`src/rtl/mem_arb_pkg.sv`:
```
// Shared encodings for the two-port memory arbiter: FSM states and grant-owner id.
package mem_arb_pkg;

  typedef enum logic [1:0] {
    ST_IDLE  = 2'd0,
    ST_GNT_I = 2'd1,
    ST_GNT_D = 2'd2
  } arb_state_e;

  typedef enum logic {
    OWNER_I = 1'b0,
    OWNER_D = 1'b1
  } owner_e;

  function automatic arb_state_e grant_state(input owner_e owner);
    return (owner == OWNER_D) ? ST_GNT_D : ST_GNT_I;
  endfunction

endpackage

```
`src/rtl/mem_arb_pick.sv`:
```
// Combinational winner selector: a lone requester wins; on conflict the
// requester that did not hold the previous grant wins.
module mem_arb_pick
  import mem_arb_pkg::*;
(
  input  logic   i_ic_req,
  input  logic   i_dc_req,
  input  owner_e i_last_grant,
  output logic   o_valid,
  output owner_e o_owner
);

  always_comb begin
    o_valid = i_ic_req | i_dc_req;
    o_owner = OWNER_D;
    if (i_ic_req && !i_dc_req) begin
      o_owner = OWNER_I;
    end else if (i_ic_req && i_dc_req && (i_last_grant == OWNER_D)) begin
      o_owner = OWNER_I;
    end
  end

endmodule

```
`src/rtl/mem_arbiter.sv`:
```
// Arbitrates the instruction and data caches onto one shared memory port.
// Define MEM_ARB_ROUND_ROBIN_EN for alternating conflict resolution; otherwise D wins conflicts.
module mem_arbiter
  import mem_arb_pkg::*;
#(
  parameter int ADDR_W = 28,
  parameter int DATA_W = 128
) (
  input  logic              clk,
  input  logic              proc_reset_n,
  input  logic              ic_mem_read,
  input  logic [ADDR_W-1:0] ic_mem_addr,
  output logic [DATA_W-1:0] ic_mem_rdata,
  output logic              ic_mem_ready,
  input  logic              dc_mem_read,
  input  logic              dc_mem_write,
  input  logic [ADDR_W-1:0] dc_mem_addr,
  input  logic [DATA_W-1:0] dc_mem_wdata,
  output logic [DATA_W-1:0] dc_mem_rdata,
  output logic              dc_mem_ready,
  output logic              mem_read,
  output logic              mem_write,
  output logic [ADDR_W-1:0] mem_addr,
  output logic [DATA_W-1:0] mem_wdata,
  input  logic [DATA_W-1:0] mem_rdata,
  input  logic              mem_ready,
  output logic              arb_busy
);

  // Handshake: a requester raises read/write and holds it with stable address
  // and data until its *_mem_ready pulse, then drops it the following cycle.
  // The memory completes the granted access by pulsing mem_ready for one cycle.
  // The bubble cycle after every completion keeps a stale request from being re-granted.

  arb_state_e r_state;
  owner_e     w_last_grant;
  owner_e     w_pick_owner;
  logic       w_pick_valid;
  logic       w_ic_req;
  logic       w_dc_req;

  assign w_ic_req = ic_mem_read;
  assign w_dc_req = dc_mem_read | dc_mem_write;

`ifdef MEM_ARB_ROUND_ROBIN_EN
  owner_e r_last_grant;
  assign w_last_grant = r_last_grant;
`else
  // Presenting I as the last owner makes the picker always favour D.
  assign w_last_grant = OWNER_I;
`endif

  mem_arb_pick u_pick (
    .i_ic_req     (w_ic_req),
    .i_dc_req     (w_dc_req),
    .i_last_grant (w_last_grant),
    .o_valid      (w_pick_valid),
    .o_owner      (w_pick_owner)
  );

  always_ff @(posedge clk or negedge proc_reset_n) begin
    if (!proc_reset_n) begin
      r_state <= ST_IDLE;
`ifdef MEM_ARB_ROUND_ROBIN_EN
      r_last_grant <= OWNER_D;
`endif
    end else begin
      case (r_state)
        ST_IDLE: begin
          if (w_pick_valid) begin
            r_state <= grant_state(w_pick_owner);
`ifdef MEM_ARB_ROUND_ROBIN_EN
            r_last_grant <= w_pick_owner;
`endif
          end
        end
        ST_GNT_I, ST_GNT_D: begin
          if (mem_ready) begin
            r_state <= ST_IDLE;
          end
        end
        default: r_state <= ST_IDLE;
      endcase
    end
  end

  always_comb begin
    mem_read     = 1'b0;
    mem_write    = 1'b0;
    mem_addr     = '0;
    mem_wdata    = '0;
    ic_mem_ready = 1'b0;
    dc_mem_ready = 1'b0;
    case (r_state)
      ST_GNT_I: begin
        mem_read     = ic_mem_read;
        mem_addr     = ic_mem_addr;
        ic_mem_ready = mem_ready;
      end
      ST_GNT_D: begin
        mem_read     = dc_mem_read;
        mem_write    = dc_mem_write;
        mem_addr     = dc_mem_addr;
        mem_wdata    = dc_mem_wdata;
        dc_mem_ready = mem_ready;
      end
      default: ;
    endcase
  end

  assign ic_mem_rdata = mem_rdata;
  assign dc_mem_rdata = mem_rdata;
  assign arb_busy     = (r_state == ST_GNT_I) || (r_state == ST_GNT_D);

endmodule

```
`config.mk`:
```
export PLATFORM = sky130hd
export DESIGN_NAME = mem_arbiter
export DESIGN_NICKNAME = d
export VERILOG_FILES = /design/src/rtl/mem_arb_pkg.sv /design/src/rtl/mem_arb_pick.sv /design/src/rtl/mem_arbiter.sv
export SDC_FILE = /design/constraint.sdc
export NUM_CORES = 1
export LEC_CHECK = 0
export CORE_AREA = 2 2 285 287
export DETAILED_ROUTE_END_ITERATION = 8
export DIE_AREA = 0 0 287 289
export PLACE_DENSITY = 0.34
export SLEW_MARGIN = 20
export SYNTH_ARGS = -nofsm -noshare
export SYNTH_HDL_FRONTEND = slang
export SYNTH_SLANG_ARGS = --single-unit
```
`constraint.sdc`:
```
create_clock -name clk -period 5 [get_ports clk]
set_clock_uncertainty 0.2 [all_clocks]
set_input_delay 1.5 -clock clk [delete_from_list [all_inputs] [get_ports clk]]
set_output_delay 1.5 -clock clk [all_outputs]
set_load 0.1 [all_outputs]
```
After elaboration in Yosys (flattened, before gate mapping)
Cells that the tools add are included.
{"block": "word_totals", "latch_bits": 0, "wordCells": 23, "mem_bits_ro": 0, "n_memories": 0, "mem_bits_rw": 0, "input_bits": 318, "output_inout_bits": 417, "ff_bits": 2}
{"block": "classes", "n_lt_le_gt_ge": 0, "n_bitwise": 2, "eq_ne": 4, "reduce_logical": 6, "n_mul": 0, "n_shift": 0, "n_div": 0, "mux": 10, "addsub": 0}
{"operator": "$mux 128", "count": 1}
{"operator": "$pmux 28 s2", "count": 1}
{"operator": "$mux 2", "count": 3}
{"operator": "$pmux 2 s2", "count": 1}
{"operator": "$mux 1", "count": 3}
{"operator": "$eq 2x1->1 const B", "count": 1}
{"operator": "$eq 2x2->1 const B", "count": 1}
{"operator": "$logic_not 2->1", "count": 1}
{"operator": "$ne 2x1->1 const B", "count": 1}
{"operator": "$ne 2x2->1 const B", "count": 1}
{"operator": "$or 1x1->1", "count": 2}
{"operator": "$pmux 1 s2", "count": 1}
{"operator": "$reduce_and 2->1", "count": 1}
{"operator": "$reduce_or 2->1", "count": 1}
{"operator": "$logic_and 1x1->1", "count": 1}
{"operator": "$logic_not 1->1", "count": 1}
{"operator": "$logic_or 1x1->1", "count": 1}

Longest topological paths before layout
Gate-level depths: netlist of run 1.
{"block": "depth", "ltp_word": 6, "mapped_depth": 5, "depth_no_buf": 5}

By module
Synthesis of run 1 repeated with hierarchy kept, for this count alone.
{"block": "hier_totals", "cells_unflattened": 489, "area_unflattened_um2": 3444.6}
{"mod": "mem_arbiter", "cells_each": 486, "n_inst": 1, "seq_area_each_um2": 50.0, "area_each_um2": 3429.5}
{"mod": "mem_arb_pick", "cells_each": 3, "n_inst": 1, "seq_area_each_um2": 0.0, "area_each_um2": 15.0}

Worst setup path before layout of run 1
No wires, ideal clock.
{"block": "synth_timing", "kind": "register to output", "startpoint": "register r_state[1]", "endpoint": "output mem_addr[10]", "n_path_buf": 2, "t_required_ps": 3300, "arrival_ps": 3166, "stages_incl_launch_ff": 6, "setup_slack_ps": 134, "cell_sequence": "dfrtp_1 inv_1 ha_1 buf_2 clkbuf_1 nor2b_1"}
{"block": "synth_between", "elab_chain_cells": 2, "elab_cells_between_ends": 3, "classes_between": "eq/ne: 2; mux: 1"}
{"item": "start, declared", "line_no": "mem_arbiter.sv:35", "text": "arb_state_e r_state;"}
{"item": "start signal, assigned", "line_no": "mem_arbiter.sv:71", "text": "r_state <= grant_state(w_pick_owner);"}
{"item": "$eq 2x2->1 or $eq 2x1->1 (tied branches)", "line_no": "mem_arbiter.sv:94", "text": "case (r_state)"}
{"item": "$pmux 28 s2 *", "line_no": "mem_arbiter.sv:94"}
{"item": "end, declared", "line_no": "mem_arbiter.sv:23", "text": "output logic [ADDR_W-1:0] mem_addr,"}
Every way passes the cells marked *; elsewhere a longest branch is shown, timed or not.

Final worst setup path of run 1
{"block": "layout_timing", "startpoint": "input dc_mem_addr[22]", "endpoint": "output mem_addr[22]"}
{"block": "layout_between", "elab_chain_cells": 1}
{"item": "start, declared", "line_no": "mem_arbiter.sv:17", "text": "input logic [ADDR_W-1:0] dc_mem_addr,"}
{"item": "$pmux 28 s2", "line_no": "mem_arbiter.sv:94"}
No other way between the ends.

==> results of run 1 <==
==> cell families (layout without fill, tap and decap cells) <==
family                   Yosys count  after routing  synth area share (%)
buffers and inverters            281            360                 60.42
AND/OR/NAND/NOR                  165            165                 30.14
AO/OA/AOI/OAI                     32             32                 6.884
adder cells (fa/ha/maj)            3              3                 1.099
flip-flops                         2              2                 1.465
==> power breakdown <==
group	internal (mW)	switching (mW)
registers	0.0243	0.00817
clock network	0.102	0.0170
logic	1.42	4.08
total	1.54	4.11
==> area by class of cell <==
| cell class | instances | area [sq um] |
|---|---|---|
| Fill cell | 9327 | 73310 |
| Timing Repair Buffer | 355 | 3814 |
| Tap cell | 1060 | 1326 |
| Multi-Input combinational cell | 200 | 1315 |
| Clock buffer | 3 | 75.07 |
| Sequential cell | 2 | 50.05 |
| Inverter | 2 | 7.507 |
==> cell usage in the layout (no fill, tap or decap) <==
cell | Yosys | final
clkdlybuf4s50_1 | 0 | 189
and2_1 | 131 | 131
buf_4 | 267 | 112
buf_12 | 0 | 54
a22oi_1 | 29 | 29
nor2b_1 | 29 | 29
clkbuf_16 | 0 | 3
inv_1 | 2 | 2
nand3b_1 | 2 | 2
a21oi_1 | 2 | 2
ha_1 | 3 | 2
dfrtp_1 | 2 | 2
nand2b_1 | 1 | 1
nor2_1 | 1 | 1
o211ai_1 | 1 | 1
nand2_1 | 1 | 1
ha_4 | 0 | 1
==> path summary, 6_finish.rpt <==
| kind | startpoint | end | depth (start not counted) | slack, ns |
|---|---|---|---|---|
| hold / removal | r_state[0] | r_state[0] | 2 | 0.37 |
| max in group asynchronous | proc_reset_n | r_state[0] | 1 | 3.19 |
| setup / recovery | dc_mem_addr[22] | mem_addr[22] | 4 | 0.57 |
| setup reg to reg | r_state[1] | r_state[0] | 5 | 3.13 |
| hold reg to reg | r_state[0] | r_state[0] | 2 | 0.37 |
| min in group asynchronous | proc_reset_n | r_state[1] | 1 | 1.27 |
==> through the flow <==
stage	hold WS [ns]	total power, mW	utilization [%]	cells
floorplan	0.3187	4.996	-	483
global placement	0.3622	5.622	8.151	1619
detailed placement	0.3650	5.584	8.151	1619
CTS	0.3752	5.710	8.245	1622
global route	0.4542	5.840	8.245	1622
finish	0.3699	5.651	8.245	1622
==> layer usage <==
layer | routed length [um] | global-route usage [%]
met1 | 4231 | 2.524
met3 | 4164 | 3.567
met5 | 141 | 1.193
met4 | 415 | 1.107
met2 | 8766 | 7.139
==> cell usage after synthesis, drive strengths merged <==
cell type	number
a21oi	2
a22oi	29
and2	131
buf	273
clkbuf	6
dfrtp	2
ha	3
inv	2
nand2	1
nand2b	1
nand3b	2
nor2	1
nor2b	29
o211ai	1
==> worst max-delay path: stages <==
cell and delay [ns]:
clkdlybuf4s50_1 0.46, a22oi_1 0.09, nor2b_1 0.44, buf_12 0.24
==> metrics.cfg, run 1 <==
[status]
status=completed

[floorplanning]
core-area_sq_um=79900
pin_count=735
start_util_pct=4.277
die-area_sq_um=82940
fp-row-count=104
die_w_um=287
die_height_um=289

[clocking]
htree_levels=1
cts_tree=yes
cts_hold_buf=0
cts.repair.resized=0
post_cts_buffers=0
root_buffer=clkbuf_16
cts_buffers=3
cts_max_path_buffers=2
clock-sinks=2
path_clk_slew_ns=0.03
clock_latency_ns=0.22

[synthesis]
syn-num-nets=804
yosysTopAreaCell=buf_4
yosys_warnings=0
ys_ff_latch=2
synth_area_sq_um=3417
syn_inst=483
ys_seq_area_share_pct=1.465
synth.avg_cell_area_sq_um=7.075
ys_types=15
ys_top_cells_by_area=buf_4, and2_1, a22oi_1, nor2b_1, dfrtp_1
synth_top_area_share_pct=58.66

[place]
place_hpwl_mm=15.63
placement.cell_area_sq_um=6513
gp_congestion=0.7621
place_ws_ns=0.5489
numPortBuffers=350

[drt]
ant_nets=0
drc=0
firstDrtPassIters=4
drtIter0Drc=54
wl_per_cell_um=10.92
wirelength_mm=17.72
via_per_inst=2.099
vias=3404

[timing]
fin_ws_ns=0.5670
slew_headroom_pct=50.32
fmax_mhz=225.6
drv_slew=0
grt_setup_unrepaired=no
post-route-period-util_pct=88.66
hold_violations=0
worstMarginPinSlew_ns=0.7451
setup_violations=0
final.setup.tns_ns=0
finalWorstPathRequiredPeriod_ns=4.433

[worst_hold_path]
min_path_type=register to register

[grt]
grt_pass1_vias=3628
grt.total_usage_pct=3.805
antenna_found_initial=0
overflow=0
grt_start_max_net_pins=121
grt_pass1_wl_mm=23.26

[pwr]
total_leakage_power_nw=2.338
ir_drop_mv=0.5078
power.density_nw_per_um2=857.9

[cells_and_area]
top_register=r_state
drive_gt1_share_pct=30.25
diodes=0
area_delta_synth_final_pct=92.79
fin_nets=885
largest_reg_flops=2
design_area_sq_um=6588
top_regs=r_state: 2 flops

[critical_path]
startpoint_type=input port
cp.required_ns=3.30
critPathMaxFanout=1
cp.arrival_ns=2.73
end_kind=primary output
criticalPathCategory=input port to primary output

[job]
max_cap_viol_count=0

Note: power is estimated with default switching activity, not from simulation.
==> run 2, diff against run 1 <==
--- a/config.mk
+++ b/config.mk
@@ -5,9 +5,10 @@
 export SDC_FILE = /design/constraint.sdc
 export NUM_CORES = 1
 export LEC_CHECK = 0
-export CORE_AREA = 2 2 285 287
+export ABC_AREA = 1
+export CORE_AREA = 2 2 287 289
 export DETAILED_ROUTE_END_ITERATION = 8
-export DIE_AREA = 0 0 287 289
+export DIE_AREA = 0 0 289 291
 export PLACE_DENSITY = 0.34
 export SLEW_MARGIN = 20
 export SYNTH_ARGS = -nofsm -noshare
==> run 2 against run 1 <==
Compared with the run above:
- flip-flop and latch count is the same
- sequential share of layout area is essentially flat
- non-clock buffer count shrank 1
- maximum frequency grew 3.6%
- combinational power shrank 17%
- cell area grew 3.4%
- worst setup slack gained 0.15 ns
- core utilization grew 0.15 points
- die area grew 1.4%
- critical path type unchanged
- critical endpoint unchanged
- highest routed layer unchanged
==> metrics.cfg, run 2 <==
[floorplanning]
die_w_um=289
start_util_pct=4.460
die-area_sq_um=84100
die_height_um=291
pin_count=735
core-area_sq_um=81190
fp-row-count=105

[cells_and_area]
largest_reg_flops=2
fillers=9509
final_common_cell=nand2_1
fin_nets=1051
area_delta_synth_final_pct=88.15
top_regs=r_state: 2 flops
most-common-layout-cells=nand2_1, clkdlybuf4s50_1, inv_1, buf_4, buf_12
drive_gt1_share_pct=23.08
top_register=r_state

[timing]
post-route-period-util_pct=85.60
finalWorstPathRequiredPeriod_ns=4.280
setup_violations=0
drv_slew=0
slew_headroom_pct=33.77
worstMarginPinSlew_ns=0.9904
fmax_mhz=233.6
grt_setup_unrepaired=no
final.setup.tns_ns=0
hold_violations=0
hold_ws_ns=0.3016

[clocking]
cts.repair.resized=0
path_clk_slew_ns=0.03
clock_latency_ns=0.22
root_buffer=clkbuf_16
cts_max_path_buffers=2
cts_tree=yes
post_cts_buffers=0
cts_hold_buf=0
cts_buffers=3
clock-sinks=2
htree_levels=1

[critical_path]
cp.arrival_ns=2.58
r2r_slack_ns=3.61
end_kind=primary output
critPathMaxFanout=1
criticalPathCategory=input port to primary output
path_cells=clkdlybuf4s50_1, nand2_1, a21oi_1, buf_12
startpoint_type=input port
path_buf_inv=2
reg2reg_from=r_state[0]
cp_top_family=buffers and inverters
rr_worst_depth=6
slowest_stage=clkdlybuf4s50_1
rr_endpoint=r_state[1]
cp.required_ns=3.30
cp_num_cells=4
cpPeakStageDelay_ns=0.45

[drt]
ant_nets=0
drc=0
via_per_inst=2.148
firstDrtPassIters=5
wl_per_cell_um=10.44
drtIter0Drc=87
wirelength_mm=18.78
vias=3864

[pwr]
p_sw_mw=3.508
power.density_nw_per_um2=692.5
sw_frac_of_total_pct=74.36
ir_drop_mv=0.2872
total_leakage_power_nw=3.361
total_power_mw=4.718
intPower_mw=1.210
seqPwrFrac_pct=0.6
clockPowerShare_pct=2.6
p_comb_share_pct=96.9

[worst_hold_path]
min_path_type=register to register
min-delay-start=r_state[0]
worstHoldPathCells=2
holdPathEnd=r_state[0]

[grt]
antenna_found_initial=0
grt_start_max_net_pins=72
use_met1_pct=2.950
grt_pass1_vias=3835
globalRouteMet3Util_pct=3.582
busiest_layer=met2
grt.total_usage_pct=3.884
overflow=0
grt_pass1_wl_mm=24.25
global_route.usage.met2_pct=6.605

[place]
numPortBuffers=350
gp_congestion=0.7160
place_hpwl_mm=16.56

[synthesis]
syn-num-nets=972
synth-edff-count=0
synth_top_area_share_pct=53.49
synth_ff_type=dfrtp_1
synth_area_sq_um=3621
ys_types=11
async_flop_share_pct=100.0
yosysMostFrequentCell=buf_4
syn_inst=651
ys_ff_latch=2
ys_seq_area_share_pct=1.382
synthTopCellsByCount=buf_4, nand2_1, inv_1
yosys_warnings=0
ys_top_cells_by_area=buf_4, nand2_1, inv_1, a21oi_1, buf_6
synth.avg_cell_area_sq_um=5.562
yosysTopAreaCell=buf_4

[status]
status=completed

[job]
max_cap_viol_count=0

## run 2: changes by cell type in the layout (fill, tap and decap cells not counted), sizes merged, moves of 2 or more
cell    change
nand2     +196
inv       +134
and2      -131
a22oi      -29
nor2b      -29
a21oi      +27
buf         -2
nand3b      -2
nor2        +2
## run 2: layout make-up
cell class	count	area, sq um	area share (%)
repair buffers	354	3884	57.01
well taps	1070	1339	19.65
multi-input cells	233	952.2	13.98
inverters	136	510.5	7.493
clock buffers	3	75.07	1.102
flip-flops and latches	2	50.05	0.7346
diodes	1	2.502	0.03673
## run 2: power by group through the flow
stage,sequential (mW),clock (mW),combinational (mW)
after floorplan,0.0251,0,4.29
after global placement,0.0278,0,4.63
after detailed placement,0.0280,0,4.61
after CTS,0.0278,0.123,4.62
after global routing,0.0281,0.124,4.75
final,0.0275,0.121,4.57
## run 2: cell families after synthesis
family,share of synthesized area [%]
compound gates,4.008
fa+ha+maj,1.037
buf+inv,72.67
flops,1.382
simple gates,20.91
## run 2: how the worst max path moves through the flow
stage	startpoint	to	slack, ns
after floorplan	r_state[0]	mem_addr[10]	0.08
after global placement	ic_mem_addr[8]	mem_addr[8]	0.68
after detailed placement	ic_mem_addr[22]	mem_addr[22]	0.71
after CTS	ic_mem_addr[22]	mem_addr[22]	0.71
after global routing	dc_mem_addr[22]	mem_addr[22]	0.66
final	ic_mem_addr[22]	mem_addr[22]	0.72
## run 2: stage by stage
step	instance area, sq um	setup slack, ns	instances	util [%]
after floorplan	3621	0.07507	651	-
after global placement	6735	0.6848	1795	8.296
after detailed placement	6735	0.7117	1795	8.296
after CTS	6810	0.7073	1798	8.388
after global routing	6810	0.6609	1798	8.388
final	6813	0.7201	1799	8.391
## run 2: metal layers
metal  vias up  routed length (um)
li1       1726                   -
met1      1558                5088
met2       532                8488
met3        44                4360
met4         4                 687
met5         -                 152
## run 2: tightest hold or removal path, delay by kind of cell (launching register included)
kind             cells  cell delay (ns)
flip-flops           1             0.36
AND/OR/NAND/NOR      2             0.11
